## config.mk

```make
export PLATFORM = sky130hd
export DESIGN_NAME = mem_stage_lsu_flat
export DESIGN_NICKNAME = d
export VERILOG_FILES = /design/src/rtl/riscv_configs.sv /design/src/rtl/mem_stage_lsu_if.sv /design/src/rtl/mem_stage_lsu_align.sv /design/src/rtl/mem_stage_lsu.sv /design/src/flat_wrapper.sv
export SDC_FILE = /design/constraint.sdc
export NUM_CORES = 1
export LEC_CHECK = 0
export ABC_AREA = 1
export CAP_MARGIN = 40
export CORE_UTILIZATION = 43
export DETAILED_ROUTE_END_ITERATION = 10
export PLACE_DENSITY = 0.92
export SLEW_MARGIN = 30
export SYNTH_ARGS = -nofsm -noshare
export SYNTH_HDL_FRONTEND = slang
export SYNTH_SLANG_ARGS = --single-unit
```

## constraint.sdc

```tcl
create_clock -name i_clk -period 2.4 [get_ports i_clk]
set_input_delay 0.48 -clock i_clk [delete_from_list [all_inputs] [get_ports i_clk]]
set_output_delay 0.48 -clock i_clk [all_outputs]
set_load 0.01 [all_outputs]
```

## src/rtl/riscv_configs.sv

```systemverilog
// Shared RV32I definitions for the memory stage: XLEN, funct3 load/store
// encodings, LSU FSM state encoding and access-size helpers.
`ifndef XLEN
`define XLEN 32
`endif

package riscv_configs;

    localparam int XLEN_P = `XLEN;

    // funct3 encodings shared by loads and stores
    localparam logic [2:0] F3_B  = 3'b000;
    localparam logic [2:0] F3_H  = 3'b001;
    localparam logic [2:0] F3_W  = 3'b010;
    localparam logic [2:0] F3_BU = 3'b100;
    localparam logic [2:0] F3_HU = 3'b101;

    typedef enum logic [1:0] {
        ST_IDLE   = 2'd0,
        ST_REQ    = 2'd1,
        ST_WAIT_R = 2'd2,
        ST_DONE   = 2'd3
    } lsu_state_e;

    typedef enum logic [1:0] {
        SZ_B = 2'd0,
        SZ_H = 2'd1,
        SZ_W = 2'd2
    } lsu_size_e;

    // funct3[1:0] selects the size; the unused encodings fall back to word
    function automatic lsu_size_e f3_size(input logic [2:0] f3);
        case (f3[1:0])
            2'b00:   return SZ_B;
            2'b01:   return SZ_H;
            default: return SZ_W;
        endcase
    endfunction

    // A halfword must sit on an even address, a word on a multiple of four
    function automatic logic is_misaligned(input logic [2:0] f3, input logic [1:0] off);
        case (f3_size(f3))
            SZ_B:    return 1'b0;
            SZ_H:    return off[0];
            default: return (off != 2'b00);
        endcase
    endfunction

endpackage

```

## src/rtl/mem_stage_lsu_if.sv

```systemverilog
// Data-memory req/gnt/rvalid port. The LSU is the master, memory the slave.
interface mem_stage_lsu_if #(
    parameter int XLEN = 32
);
    logic            req;
    logic            we;
    logic [XLEN-1:0] addr;
    logic [XLEN-1:0] wdata;
    logic [3:0]      be;
    logic            gnt;
    logic            rvalid;
    logic [XLEN-1:0] rdata;

    modport master (
        output req, we, addr, wdata, be,
        input  gnt, rvalid, rdata
    );

    modport slave (
        input  req, we, addr, wdata, be,
        output gnt, rvalid, rdata
    );
endinterface

```

## src/rtl/mem_stage_lsu_align.sv

```systemverilog
// Byte-lane steering: store byte enables and replicated store data, plus
// extraction and sign/zero extension of load data. Purely combinational.
module lsu_align
    import riscv_configs::*;
#(
    parameter int XLEN = 32
) (
    input  logic [2:0]      i_funct3,
    input  logic [1:0]      i_off,
    input  logic [XLEN-1:0] i_wdata,
    input  logic [XLEN-1:0] i_rdata,
    output logic [3:0]      o_be,
    output logic [XLEN-1:0] o_wdata,
    output logic [XLEN-1:0] o_rdata
);
    logic [7:0]  byte_sel;
    logic [15:0] half_sel;
    logic        is_signed;

    // Lane selection; halfwords use only off[1], so an odd address truncates
    always_comb begin
        byte_sel  = i_rdata[8*i_off +: 8];
        half_sel  = i_off[1] ? i_rdata[31:16] : i_rdata[15:0];
        is_signed = ~i_funct3[2];
        o_be      = 4'b1111;
        o_wdata   = i_wdata;
        o_rdata   = i_rdata;
        case (f3_size(i_funct3))
            SZ_B: begin
                o_be    = 4'b0001 << i_off;
                o_wdata = {4{i_wdata[7:0]}};
                o_rdata = {{(XLEN-8){is_signed & byte_sel[7]}}, byte_sel};
            end
            SZ_H: begin
                o_be    = i_off[1] ? 4'b1100 : 4'b0011;
                o_wdata = {2{i_wdata[15:0]}};
                o_rdata = {{(XLEN-16){is_signed & half_sel[15]}}, half_sel};
            end
            default: begin
                o_be    = 4'b1111;
                o_wdata = i_wdata;
                o_rdata = i_rdata;
            end
        endcase
    end
endmodule

```

## src/rtl/mem_stage_lsu.sv

```systemverilog
// Memory-stage load/store unit: issues one req/gnt/rvalid access per
// memory instruction and stalls the pipeline until it completes.
// Optional build macro LSU_MISALIGN_TRAP_EN: misaligned H/W accesses skip
// the bus and raise o_misalign for one cycle instead of truncating.
module mem_stage_lsu
    import riscv_configs::*;
#(
    parameter int XLEN = `XLEN
) (
    input  logic            i_clk,
    input  logic            i_rst,
    input  logic            i_valid,
    input  logic            i_mem_write,
    input  logic            i_mem_read,
    input  logic [2:0]      i_funct3,
    input  logic [XLEN-1:0] i_addr,
    input  logic [XLEN-1:0] i_wdata,
    output logic            o_stall,
    output logic [XLEN-1:0] o_rdata,
    output logic            o_rdata_valid,
`ifdef LSU_MISALIGN_TRAP_EN
    output logic            o_misalign,
`endif
    mem_stage_lsu_if.master dmem
);
    lsu_state_e      state_q, state_d;
    logic            req_q, req_d;
    logic            we_q, we_d;
    logic [XLEN-1:0] addr_q, addr_d;
    logic [XLEN-1:0] wdata_q, wdata_d;
    logic [3:0]      be_q, be_d;
    logic [2:0]      funct3_q, funct3_d;
    logic [1:0]      off_q, off_d;
    logic [XLEN-1:0] rdata_q, rdata_d;
    logic            rdata_valid_q, rdata_valid_d;
    logic            misalign_q, misalign_d;

    logic            start;
    logic            in_idle;
    logic [2:0]      al_funct3;
    logic [1:0]      al_off;
    logic [3:0]      al_be;
    logic [XLEN-1:0] al_wdata;
    logic [XLEN-1:0] al_rdata;

    assign start   = i_valid & (i_mem_write | i_mem_read);
    assign in_idle = (state_q == ST_IDLE);

    // One aligner serves both paths: in IDLE it shapes the incoming store,
    // afterwards it extracts the load using the latched funct3/offset.
    assign al_funct3 = in_idle ? i_funct3 : funct3_q;
    assign al_off    = in_idle ? i_addr[1:0] : off_q;

    lsu_align #(.XLEN(XLEN)) u_align (
        .i_funct3 (al_funct3),
        .i_off    (al_off),
        .i_wdata  (i_wdata),
        .i_rdata  (dmem.rdata),
        .o_be     (al_be),
        .o_wdata  (al_wdata),
        .o_rdata  (al_rdata)
    );

    // Next-state and registered-output logic for the access sequencer
    always_comb begin
        state_d       = state_q;
        req_d         = req_q;
        we_d          = we_q;
        addr_d        = addr_q;
        wdata_d       = wdata_q;
        be_d          = be_q;
        funct3_d      = funct3_q;
        off_d         = off_q;
        rdata_d       = rdata_q;
        rdata_valid_d = 1'b0;
        misalign_d    = 1'b0;
        case (state_q)
            ST_IDLE: begin
                if (start) begin
                    we_d     = i_mem_write;   // a write wins over a simultaneous read
                    addr_d   = {i_addr[XLEN-1:2], 2'b00};
                    wdata_d  = al_wdata;
                    be_d     = al_be;
                    funct3_d = i_funct3;
                    off_d    = i_addr[1:0];
`ifdef LSU_MISALIGN_TRAP_EN
                    if (is_misaligned(i_funct3, i_addr[1:0])) begin
                        state_d    = ST_DONE;
                        misalign_d = 1'b1;
                    end else begin
                        state_d = ST_REQ;
                        req_d   = 1'b1;
                    end
`else
                    state_d = ST_REQ;
                    req_d   = 1'b1;
`endif
                end
            end
            ST_REQ: begin
                if (dmem.gnt) begin
                    req_d   = 1'b0;
                    state_d = we_q ? ST_DONE : ST_WAIT_R;
                end
            end
            ST_WAIT_R: begin
                if (dmem.rvalid) begin
                    rdata_d       = al_rdata;
                    rdata_valid_d = 1'b1;
                    state_d       = ST_DONE;
                end
            end
            ST_DONE: begin
                state_d = ST_IDLE;
            end
            default: begin
                state_d = ST_IDLE;
                req_d   = 1'b0;
            end
        endcase
    end

    // State and output registers; reset abandons any in-flight access
    always_ff @(posedge i_clk) begin
        if (i_rst) begin
            state_q       <= ST_IDLE;
            req_q         <= 1'b0;
            we_q          <= 1'b0;
            addr_q        <= '0;
            wdata_q       <= '0;
            be_q          <= 4'b0000;
            funct3_q      <= 3'b000;
            off_q         <= 2'b00;
            rdata_q       <= '0;
            rdata_valid_q <= 1'b0;
            misalign_q    <= 1'b0;
        end else begin
            state_q       <= state_d;
            req_q         <= req_d;
            we_q          <= we_d;
            addr_q        <= addr_d;
            wdata_q       <= wdata_d;
            be_q          <= be_d;
            funct3_q      <= funct3_d;
            off_q         <= off_d;
            rdata_q       <= rdata_d;
            rdata_valid_q <= rdata_valid_d;
            misalign_q    <= misalign_d;
        end
    end

    assign o_stall = (in_idle & start) | (state_q == ST_REQ) | (state_q == ST_WAIT_R);

    assign dmem.req      = req_q;
    assign dmem.we       = we_q;
    assign dmem.addr     = addr_q;
    assign dmem.wdata    = wdata_q;
    assign dmem.be       = be_q;
    assign o_rdata       = rdata_q;
    assign o_rdata_valid = rdata_valid_q;
`ifdef LSU_MISALIGN_TRAP_EN
    assign o_misalign    = misalign_q;
`else
    logic unused_misalign;
    assign unused_misalign = misalign_q;
`endif
endmodule

```

## src/flat_wrapper.sv

```systemverilog
// flat-port wrapper written by rule: the top's interface ports become plain ports
module mem_stage_lsu_flat import riscv_configs::*;
#(
    parameter int XLEN = `XLEN
)
  (i_clk, i_rst, i_valid, i_mem_write, i_mem_read, i_funct3, i_addr, i_wdata, o_stall, o_rdata, o_rdata_valid, dmem_req, dmem_we, dmem_addr, dmem_wdata, dmem_be, dmem_gnt, dmem_rvalid, dmem_rdata);
  mem_stage_lsu_if #(.XLEN(XLEN)) dmem_i ();
  input  logic i_clk;
  input  logic i_rst;
  input  logic i_valid;
  input  logic i_mem_write;
  input  logic i_mem_read;
  input  logic [2:0] i_funct3;
  input  logic [XLEN-1:0] i_addr;
  input  logic [XLEN-1:0] i_wdata;
  output logic o_stall;
  output logic [XLEN-1:0] o_rdata;
  output logic o_rdata_valid;
  output wire logic [$bits(dmem_i.req)-1:0] dmem_req;
  output wire logic [$bits(dmem_i.we)-1:0] dmem_we;
  output wire logic [$bits(dmem_i.addr)-1:0] dmem_addr;
  output wire logic [$bits(dmem_i.wdata)-1:0] dmem_wdata;
  output wire logic [$bits(dmem_i.be)-1:0] dmem_be;
  input wire logic [$bits(dmem_i.gnt)-1:0] dmem_gnt;
  input wire logic [$bits(dmem_i.rvalid)-1:0] dmem_rvalid;
  input wire logic [$bits(dmem_i.rdata)-1:0] dmem_rdata;
  assign dmem_req = dmem_i.req;
  assign dmem_we = dmem_i.we;
  assign dmem_addr = dmem_i.addr;
  assign dmem_wdata = dmem_i.wdata;
  assign dmem_be = dmem_i.be;
  assign dmem_i.gnt = dmem_gnt;
  assign dmem_i.rvalid = dmem_rvalid;
  assign dmem_i.rdata = dmem_rdata;
  mem_stage_lsu #(.XLEN(XLEN)) u_core (.i_clk(i_clk), .i_rst(i_rst), .i_valid(i_valid), .i_mem_write(i_mem_write), .i_mem_read(i_mem_read), .i_funct3(i_funct3), .i_addr(i_addr), .i_wdata(i_wdata), .o_stall(o_stall), .o_rdata(o_rdata), .o_rdata_valid(o_rdata_valid), .dmem(dmem_i));
endmodule
```

==> impl_metrics.py, run 1 <==
metrics = {
    "status": {
        "status": "finished, final reports clean",
    },
    "cells_and_area": {
        "drive_gt1_frac": 0.0603,
        "multi_input_area_sq_um": 2320,
        "diodes": 0,
        "syn2layout_area_growth_pct": 49.3,
        "finish.net_count": 1032,
        "final_util": 0.658,
        "fin_cells": 1071,
        "seq_area_sq_um": 2160,
        "fill_cells": 960,
    },
    "clock_tree": {
        "cts_made_buffers": 9,
        "cts_setup_buffers": 0,
        "cts_sinks": 108,
        "clock_latency_ps": 360,
        "h-tree-depth": 3,
        "clockBufferDepth": 2,
        "path_clk_slew_ps": 70,
        "clockRootBuffer": "clkbuf_16",
        "cts_tree": "built",
    },
    "global_route": {
        "grt_max_degree": 66,
        "grt_pass1_wl_mm": 26.3,
        "grtUsageTotal": 0.285,
        "grt_pass1_vias": 5511,
        "antenna_found_initial": 0,
        "grt-ovfl-total": 0,
    },
    "worst_setup_path": {
        "rr_startpoint": "u_core.state_q[0]",
        "cp_slowest_cell": "clkdlybuf4s50_1",
        "worst_path_most_repeated_cell": "nand2_1",
        "crit_start": "i_mem_write",
        "critical-path-max-stage-delay_ps": 410,
        "critical_path_buf_inv_count": 3,
        "arrival_ps": 1730,
        "cp-start-kind": "input port",
        "critical_path.top_delay_family": "buffers and inverters",
        "crit_chain": "clkdlybuf4s50_1 -> or2_2 -> nand2_1 -> nor2_4 -> inv_2 -> nand2_1 -> dlygate4sd2_1",
        "critPathKind": "input port to output port",
        "end_kind": "output port",
        "critPathMaxFanout": 2,
        "cp.required_ps": 1920,
    },
    "routing": {
        "first_pass_iters": 7,
        "dr_total_vias": 5568,
        "antenna_left": 0,
        "wirelength_mm": 16.6,
        "viasPerCell": 5.20,
        "detail_route.iter0.violations": 456,
        "drc_errors": 0,
        "wl_per_cell_microns": 15.5,
    },
    "logic_synthesis": {
        "synth_top_family_by_area": "simple AND/OR/NAND/NOR gates",
        "synth.distinct_cells": 32,
        "ys_async_sr_fraction": 0,
        "synth-seq-cells": 108,
        "synth-simple-area-share": 0.247,
        "syn_area_per_cell_sq_um": 6.87,
        "synth_xor_area_frac": 0,
        "muxShareOfSynthArea": 0,
        "synth-compound-area-share": 0.202,
        "synth_edf_count": 0,
        "synth_flop_cell": "dfxtp_1",
        "syn_inst": 732,
        "syn_area_sq_um": 5030,
        "ys_seq_area_frac": 0.430,
        "synthAdderAreaFrac": 0.00746,
        "yosys_warnings": 0,
    },
    "floorplanning": {
        "placementRows": 39,
        "die_h_microns": 110,
        "core-area_sq_um": 11400,
        "die_w_microns": 110,
        "ios": 210,
        "initial_utilization": 0.440,
        "die_area_sq_um": 12100,
    },
    "worst_hold_path": {
        "holdCritStartpoint": "u_core.dmem.be[2]",
        "holdCritPathClass": "flop to flop",
    },
    "power_and_ir_drop": {
        "clkPwrFrac": 0.194,
        "p_switching_mw": 2.98,
        "pwr-share-seq": 0.332,
        "power.density_nw_per_um2": 1000,
        "swShare": 0.395,
        "p_leak_nw": 3.30,
        "intPower_mw": 4.56,
        "comb_power_share": 0.475,
        "peakVddDrop_mv": 0.679,
    },
    "sta": {
        "fmax_ghz": 0.452,
        "drv_slew": 0,
        "hold_violations": 0,
        "worstMarginPinSlew_ps": 591,
        "rsz0062_at_grt": "false",
        "max_slew_margin": 0.606,
        "setup_tns_ps": 0,
        "setup_violations": 0,
        "finalCritPeriodShare": 0.922,
        "period_minus_slack_ps": 2210,
        "clock_skew_ps": 9.22,
    },
    "placement": {
        "dp_cells": 1055,
        "gp_congestion": 0.907,
        "port_buffers": 207,
        "hpwl_mm": 11.8,
    },
    "run": {
        "cap_violations": 0,
    },
}
metrics by stage:
stage	hold slack [ps]	power [mW]	setup slack, ps	area [sq um]
finish	465	7.54	187	7510
global route	491	8.04	82.8	7510
CTS	469	7.56	191	7510
detailed placement	457	6.05	-10.1	7210
global placement	437	5.98	24.4	7210
floorplan	429	4.48	493	5030
power by group through the flow:
| stage | registers [mW] | clock network (mW) | logic [mW] |
|---|---|---|---|
| final | 2.50 | 1.46 | 3.58 |
| after global routing | 2.55 | 1.56 | 3.94 |
| after CTS | 2.49 | 1.49 | 3.58 |
| after detailed placement | 2.52 | 0 | 3.53 |
| after global placement | 2.51 | 0 | 3.46 |
| after floorplan | 2.70 | 0 | 1.79 |
logic make-up (layout without fill, tap and decap cells):
kind of cell               after synthesis  after routing
and+or+nand+nor                        303            303
AOI/OAI and AO/OA                      185            185
buffers and inverters                  132            327
DFF                                    108            108
adders and majority gates                3              3
other                                    1              2
worst min-delay path, delay by kind of cell (launching register included):
family          cells  cell delay, ps
flops               1             310
compound gates      1              50
simple gates        1              60
cell usage in the layout (no fill, tap or decap):
| master | instances |
|---|---|
| nand3_1 | 30 |
| clkbuf_8 | 1 |
| or2_1 | 5 |
| clkinv_1 | 2 |
| buf_12 | 3 |
| buf_2 | 1 |
| nor2_4 | 2 |
| inv_2 | 6 |
| o21ai_0 | 86 |
| a41oi_1 | 5 |
| o21a_1 | 1 |
| or2_2 | 1 |
| conb_1 | 2 |
| a31oi_1 | 5 |
| o21ai_4 | 2 |
| nor2_2 | 1 |
| nor2_1 | 122 |
| inv_6 | 4 |
| clkinvlp_4 | 1 |
| dlygate4sd2_1 | 1 |
| buf_4 | 14 |
| a211oi_1 | 2 |
| clkdlybuf4s50_1 | 205 |
| o21ai_1 | 13 |
| nand2_1 | 134 |
| clkinv_4 | 1 |
| a21oi_1 | 57 |
| o211ai_1 | 12 |
| inv_1 | 78 |
| o21ai_2 | 2 |
| nand2_2 | 6 |
| ha_1 | 2 |
| clkbuf_16 | 9 |
| nand4_4 | 1 |
| ha_4 | 1 |
| nand3b_1 | 1 |
| clkbuf_1 | 1 |
| dfxtp_1 | 108 |
flip-flops by register name, indices dropped and copies added, names as in the netlist:
name,cells
u_core.off_q,2
u_core.dmem.be,4
u_core.funct3_q,3
u_core.o_rdata_valid,1
u_core.state_q,2
u_core.dmem.addr,30
u_core.dmem.we,1
u_core.dmem.wdata,32
u_core.dmem.req,1
u_core.o_rdata,32
final cells by class:
type	count	share of cell area
multi-input combinational	493	0.309
timing repair buffer	224	0.297
sequential	108	0.288
inverter	87	0.0442
clock buffer	11	0.0323
tap	143	0.0238
clock inverter	5	0.00567
cell usage after synthesis, drive strengths merged (3+ instances only):
master,count,area [sq um]
a21oi,57,285
a31oi,5,31.3
a41oi,5,43.8
buf,22,146
clkbuf,23,86.3
dfxtp,108,2160
ha,3,37.5
inv,85,324
nand2,140,541
nand3,30,150
nor2,125,487
o211ai,12,90.1
o21ai,103,546
or2,6,37.5
final timing paths:
kind / end / slack, ps / cells after the start
setup / recovery: o_stall / 190 / 7
setup reg to reg: u_core.o_rdata[19] / 310 / 10
hold reg to reg: u_core.dmem.be[2] / 470 / 2
hold / removal: u_core.dmem.be[2] / 470 / 2
repair_timing:
item | 4_1_cts | 5_1_grt
resized for setup | 3 | 0
hold buffers | 0 | 0
setup endpoints to repair | 1 | 0
layer usage:
layer | part of all wire | GRT usage
met1 | 0.38 | 0.310
met2 | 0.49 | 0.509
met3 | 0.11 | 0.101
met4 | 0.022 | 0.0996
met5 | 0 | 0
(Power assumes the default switching activity.)
==> inputs of run 2 (changes only) <==
CORE_ASPECT_RATIO = 1.25   (was not set)
==> impl_metrics.py, run 2 (synthesis results as in run 1) <==
metrics = {
    "power_and_ir_drop": {
        "peakVddDrop_mv": 0.571,
        "swShare": 0.390,
        "pwr-share-seq": 0.325,
        "p_total_mw": 7.66,
        "clkPwrFrac": 0.203,
        "comb_power_share": 0.473,
        "p_switching_mw": 2.98,
        "intPower_mw": 4.67,
        "p_leak_nw": 3.33,
        "power.density_nw_per_um2": 1020,
    },
    "cells_and_area": {
        "multi_input_area_sq_um": 2320,
        "diodes": 0,
        "fill_cells": 883,
        "seq_area_sq_um": 2160,
        "drive_gt1_frac": 0.0645,
        "finish.net_count": 1034,
        "final_common_cell": "clkdlybuf4s50_1",
        "final_area_sq_um": 7540,
        "syn2layout_area_growth_pct": 49.9,
        "fin_cells": 1065,
        "mostFrequentLayoutCells": "205 x clkdlybuf4s50_1, 133 x nand2_1, 122 x nor2_1, 108 x dfxtp_1, 86 x o21ai_0",
    },
    "routing": {
        "drc_errors": 0,
        "wl_per_cell_microns": 15.1,
        "dr_total_vias": 5543,
        "antenna_left": 0,
        "viasPerCell": 5.20,
        "first_pass_iters": 5,
        "detail_route.iter0.violations": 311,
        "wirelength_mm": 16.1,
    },
    "global_route": {
        "grt_pass1_vias": 5377,
        "antenna_found_initial": 0,
        "grt-ovfl-total": 0,
        "grtUsageTotal": 0.267,
        "grt_max_degree": 69,
        "grt_pass1_wl_mm": 25.5,
    },
    "worst_setup_path": {
        "cp-start-kind": "flop",
        "critical_path_buf_inv_count": 3,
        "critical_path.top_delay_family": "compound AO/OA/AOI/OAI gates",
        "arrival_ps": 2370,
        "crit_chain": "inv_1 -> ha_4 -> buf_4 -> nand2_1 -> o21ai_4 -> o21ai_0 -> nand3b_1 -> nand2_2 -> o21ai_0 -> inv_1",
        "critPathMaxFanout": 16,
        "critical-path-max-stage-delay_ps": 390,
        "critPathKind": "flop to flop",
        "end_kind": "flop",
        "cp.required_ps": 2640,
        "cp_slowest_cell": "dfxtp_1",
    },
    "floorplanning": {
        "ios": 210,
        "die_h_microns": 123,
        "die_area_sq_um": 12100,
        "initial_utilization": 0.447,
        "placementRows": 43,
        "core-area_sq_um": 11200,
        "die_w_microns": 98.7,
    },
    "sta": {
        "max_slew_margin": 0.618,
        "hold_violations": 0,
        "rsz0062_at_grt": "false",
        "finalCritPeriodShare": 0.885,
        "drv_slew": 0,
        "fmax_ghz": 0.471,
        "worstMarginPinSlew_ps": 573,
        "period_minus_slack_ps": 2120,
        "clock_skew_ps": 7.86,
        "setup_slack_ps": 276,
        "setup_tns_ps": 0,
        "setup_violations": 0,
    },
    "clock_tree": {
        "cts_setup_buffers": 0,
        "clockRootBuffer": "clkbuf_16",
        "clockBufferDepth": 2,
        "h-tree-depth": 3,
        "cts_tree": "built",
        "cts_made_buffers": 9,
        "clock_latency_ps": 350,
        "cts_sinks": 108,
        "path_clk_slew_ps": 70,
    },
    "status": {
        "status": "finished, final reports clean",
    },
    "worst_hold_path": {
        "holdCritPathClass": "flop to flop",
    },
    "run": {
        "cap_violations": 0,
    },
    "placement": {
        "post-place-ws_ps": 4.25,
        "gp_congestion": 0.849,
        "hpwl_mm": 11.5,
        "dpl_cell_area_sq_um": 7220,
        "dp_cells": 1049,
        "port_buffers": 207,
    },
}
[run 2: final cells by class]
cell class,instances,area share
inverters,87,0.0440
flip-flops and latches,108,0.287
well taps,135,0.0224
multi-input cells,493,0.308
repair buffers,226,0.298
clock buffers,9,0.0299
clock inverters,7,0.0105
[run 2: worst reg2reg max path: cells and delay by family, from the launching register on]
kind | cells | cell delay, ps
AO/OA/AOI/OAI | 3 | 620
AND/OR/NAND/NOR | 3 | 490
buffers and inverters | 3 | 320
flip-flops | 1 | 390
adder cells (fa/ha/maj) | 1 | 210
[run 2: routing by layer]
| metal | track usage | vias up | wire length (microns) |
|---|---|---|---|
| met1 | 0.299 | 2509 | 6130 |
| met2 | 0.466 | 271 | 7790 |
| li1 | - | 2727 | - |
| met3 | 0.0831 | 36 | 1700 |
| met5 | 0 | - | 0 |
| met4 | 0.121 | 0 | 476 |
[run 2: final timing paths]
kind                     endpoint                  from  cells after the start  slack (ps)
max            u_core.o_rdata[17]     u_core.state_q[0]                     10         280
min          u_core.dmem.wdata[0]  u_core.dmem.wdata[0]                      2         460
max reg2reg    u_core.o_rdata[17]     u_core.state_q[0]                     10         280
min reg2reg  u_core.dmem.wdata[0]  u_core.dmem.wdata[0]                      2         460
[run 2: metrics by stage]
stage	hold slack (ps)	util
final	464	0.670
after global routing	480	0.670
after CTS	464	0.670
after detailed placement	453	0.642
after global placement	438	0.642
after floorplan	429	-
[run 2: power groups by stage]
stage / clock, mW / combinational, mW / sequential, mW
2_1_floorplan: 0 / 1.79 / 2.70
3_3_place_gp: 0 / 3.52 / 2.50
3_5_place_dp: 0 / 3.57 / 2.51
4_1_cts: 1.57 / 3.61 / 2.48
5_1_grt: 1.65 / 3.97 / 2.54
6_report: 1.55 / 3.62 / 2.49
[run 2: what timing repair did]
action                                  in CTS  in global routing
endpoints found under the setup margin       1                  1
gates resized for setup                      3                  1
hold buffers                                 0                  0
==> inputs of run 3 (changes only) <==
CORE_UTILIZATION = 39   (was 43)
PLACE_DENSITY = 0.88   (was 0.92)
REMOVE_ABC_BUFFERS = 1   (was not set)
SKIP_LAST_GASP = 1   (was not set)
clock period = 1.8 ns   (was 2.4 ns; I/O delays follow)
==> impl_metrics.py, run 3 (synthesis results as in run 1) <==
metrics = {
    "status": {
        "status": "finished with violations",
        "violations": "setup timing",
    },
    "cells_and_area": {
        "syn2layout_area_growth_pct": 61.8,
        "final_area_sq_um": 8140,
        "drive_gt1_frac": 0.141,
        "mostFrequentLayoutCells": "204 x clkdlybuf4s50_1, 122 x nand2_1, 121 x nor2_1, 106 x dfxtp_1, 81 x o21ai_0",
        "final_common_cell": "clkdlybuf4s50_1",
        "finish.net_count": 1068,
        "fin_cells": 1132,
        "diodes": 0,
        "fill_cells": 1026,
    },
    "placement": {
        "gp_congestion": 0.843,
        "dpl_cell_area_sq_um": 7460,
        "dp_cells": 1106,
        "hpwl_mm": 11.0,
        "port_buffers": 207,
        "post-place-ws_ps": -372,
    },
    "power_and_ir_drop": {
        "peakVddDrop_mv": 0.720,
        "p_leak_nw": 3.55,
        "power.density_nw_per_um2": 1390,
    },
    "clock_tree": {
        "clockBufferDepth": 2,
        "clock_latency_ps": 340,
        "clockRootBuffer": "clkbuf_16",
        "h-tree-depth": 3,
        "cts_sinks": 108,
        "cts_made_buffers": 9,
        "path_clk_slew_ps": 70,
        "cts_tree": "built",
    },
    "worst_setup_path": {
        "critPathMaxFanout": 8,
        "critical_path_buf_inv_count": 6,
        "critPathKind": "flop to flop",
        "critical_path.top_delay_family": "buffers and inverters",
        "critical-path-max-stage-delay_ps": 330,
        "path_depth": 13,
        "end_kind": "flop",
        "crit_chain": "inv_2 -> ha_4 -> buf_6 -> inv_8 -> o21ai_4 -> inv_2 -> nor2_4 -> buf_6 -> nand4_4 -> buf_8 -> nand2_2 -> nand2_1 -> a21oi_1",
        "cp.required_ps": 2070,
        "cp_slowest_cell": "dfxtp_2",
        "reg2regPathDepth": 13,
        "arrival_ps": 2150,
        "cp-start-kind": "flop",
    },
    "global_route": {
        "grtUsageTotal": 0.238,
        "grt_pass1_vias": 5503,
        "grt_max_degree": 79,
        "antenna_found_initial": 0,
        "grt-ovfl-total": 0,
        "grt_pass1_wl_mm": 25.6,
    },
    "routing": {
        "detail_route.iter0.violations": 288,
        "dr_total_vias": 5762,
        "wirelength_mm": 16.9,
        "wl_per_cell_microns": 14.9,
        "antenna_left": 0,
        "drc_errors": 0,
        "first_pass_iters": 4,
        "viasPerCell": 5.09,
    },
    "floorplanning": {
        "initial_utilization": 0.399,
        "core-area_sq_um": 12600,
        "placementRows": 46,
        "die_area_sq_um": 13400,
        "die_w_microns": 104,
        "die_h_microns": 129,
        "ios": 210,
    },
    "sta": {
        "finalCritPeriodShare": 1.05,
        "rsz0062_at_grt": "true",
        "worstMarginPinSlew_ps": 526,
        "setup_violations": 43,
        "setup_slack_ps": -86.5,
        "period_minus_slack_ps": 1890,
        "hold_violations": 0,
        "worst_hold_slack_ps": 442,
        "drv_slew": 0,
        "clock_skew_ps": 10.1,
        "fmax_ghz": 0.530,
        "max_slew_margin": 0.650,
    },
    "worst_hold_path": {
        "holdCritPathClass": "input port to flop",
        "holdPathStages": 3,
    },
    "run": {
        "cap_violations": 0,
    },
}
## run 3: cell types whose count changed in the layout (fill, tap and decap cells not counted), sizes merged
cell,delta
clkinv,-2
nand2,+1
inv,-3
clkdlybuf4s50,-1
clkinvlp,+3
dlygate4sd2,+1
clkbuf,+2
dlymetal6s2s,-1
buf,+34
## run 3: worst paths after layout
path | startpoint | endpoint | slack (ps)
setup / recovery | u_core.state_q[0] | u_core.o_rdata[15] | -90
hold / removal | i_mem_write | u_core.dmem.we | 440
setup reg to reg | u_core.state_q[0] | u_core.o_rdata[15] | -90
hold reg to reg | u_core.funct3_q[2] | u_core.funct3_q[2] | 450
## run 3: where the power goes
part / switching, mW / internal, mW
combinational: 3.22 / 2.77
sequential: 0.310 / 3.00
clock: 0.903 / 1.09
## run 3: worst register-to-register path, delay by kind of cell (launching register included)
kind	cells	cell delay (ps)
adder cells (fa/ha/maj)	1	150
flip-flops	1	330
AO/OA/AOI/OAI	2	300
AND/OR/NAND/NOR	4	400
buffers and inverters	6	640
## run 3: timing repair
item	in CTS	in global routing
cloned	1	1
gates resized for setup	35	51
setup buffers	1	8
pin swaps	17	9
hold buffers	0	0
endpoints found under the setup margin	50	54
## run 3: layout make-up
cell class	instances	area (sq um)	share of cell area
clock buffers	11	233	0.0286
clock inverters	5	61.3	0.00753
inverters	87	339	0.0417
multi-input cells	494	2550	0.313
flip-flops and latches	108	2160	0.266
well taps	168	210	0.0258
repair buffers	259	2580	0.317
## run 3: layer usage
| metal | vias up | routed length [microns] | track usage |
|---|---|---|---|
| met4 | 0 | 581 | 0.104 |
| met2 | 285 | 8310 | 0.436 |
| met1 | 2652 | 6600 | 0.260 |
| met3 | 40 | 1400 | 0.0623 |
| li1 | 2785 | - | - |
| met5 | - | 0 | 0 |
## run 3: per-stage QoR
step | total power, mW | util | TNS [ps]
final | 11.3 | 0.646 | -1420
after global routing | 12.0 | 0.646 | -5480
after CTS | 10.7 | 0.624 | -229
after detailed placement | 8.42 | 0.592 | -19290
after global placement | 8.33 | 0.592 | -15260
after floorplan | 5.71 | - | -88000
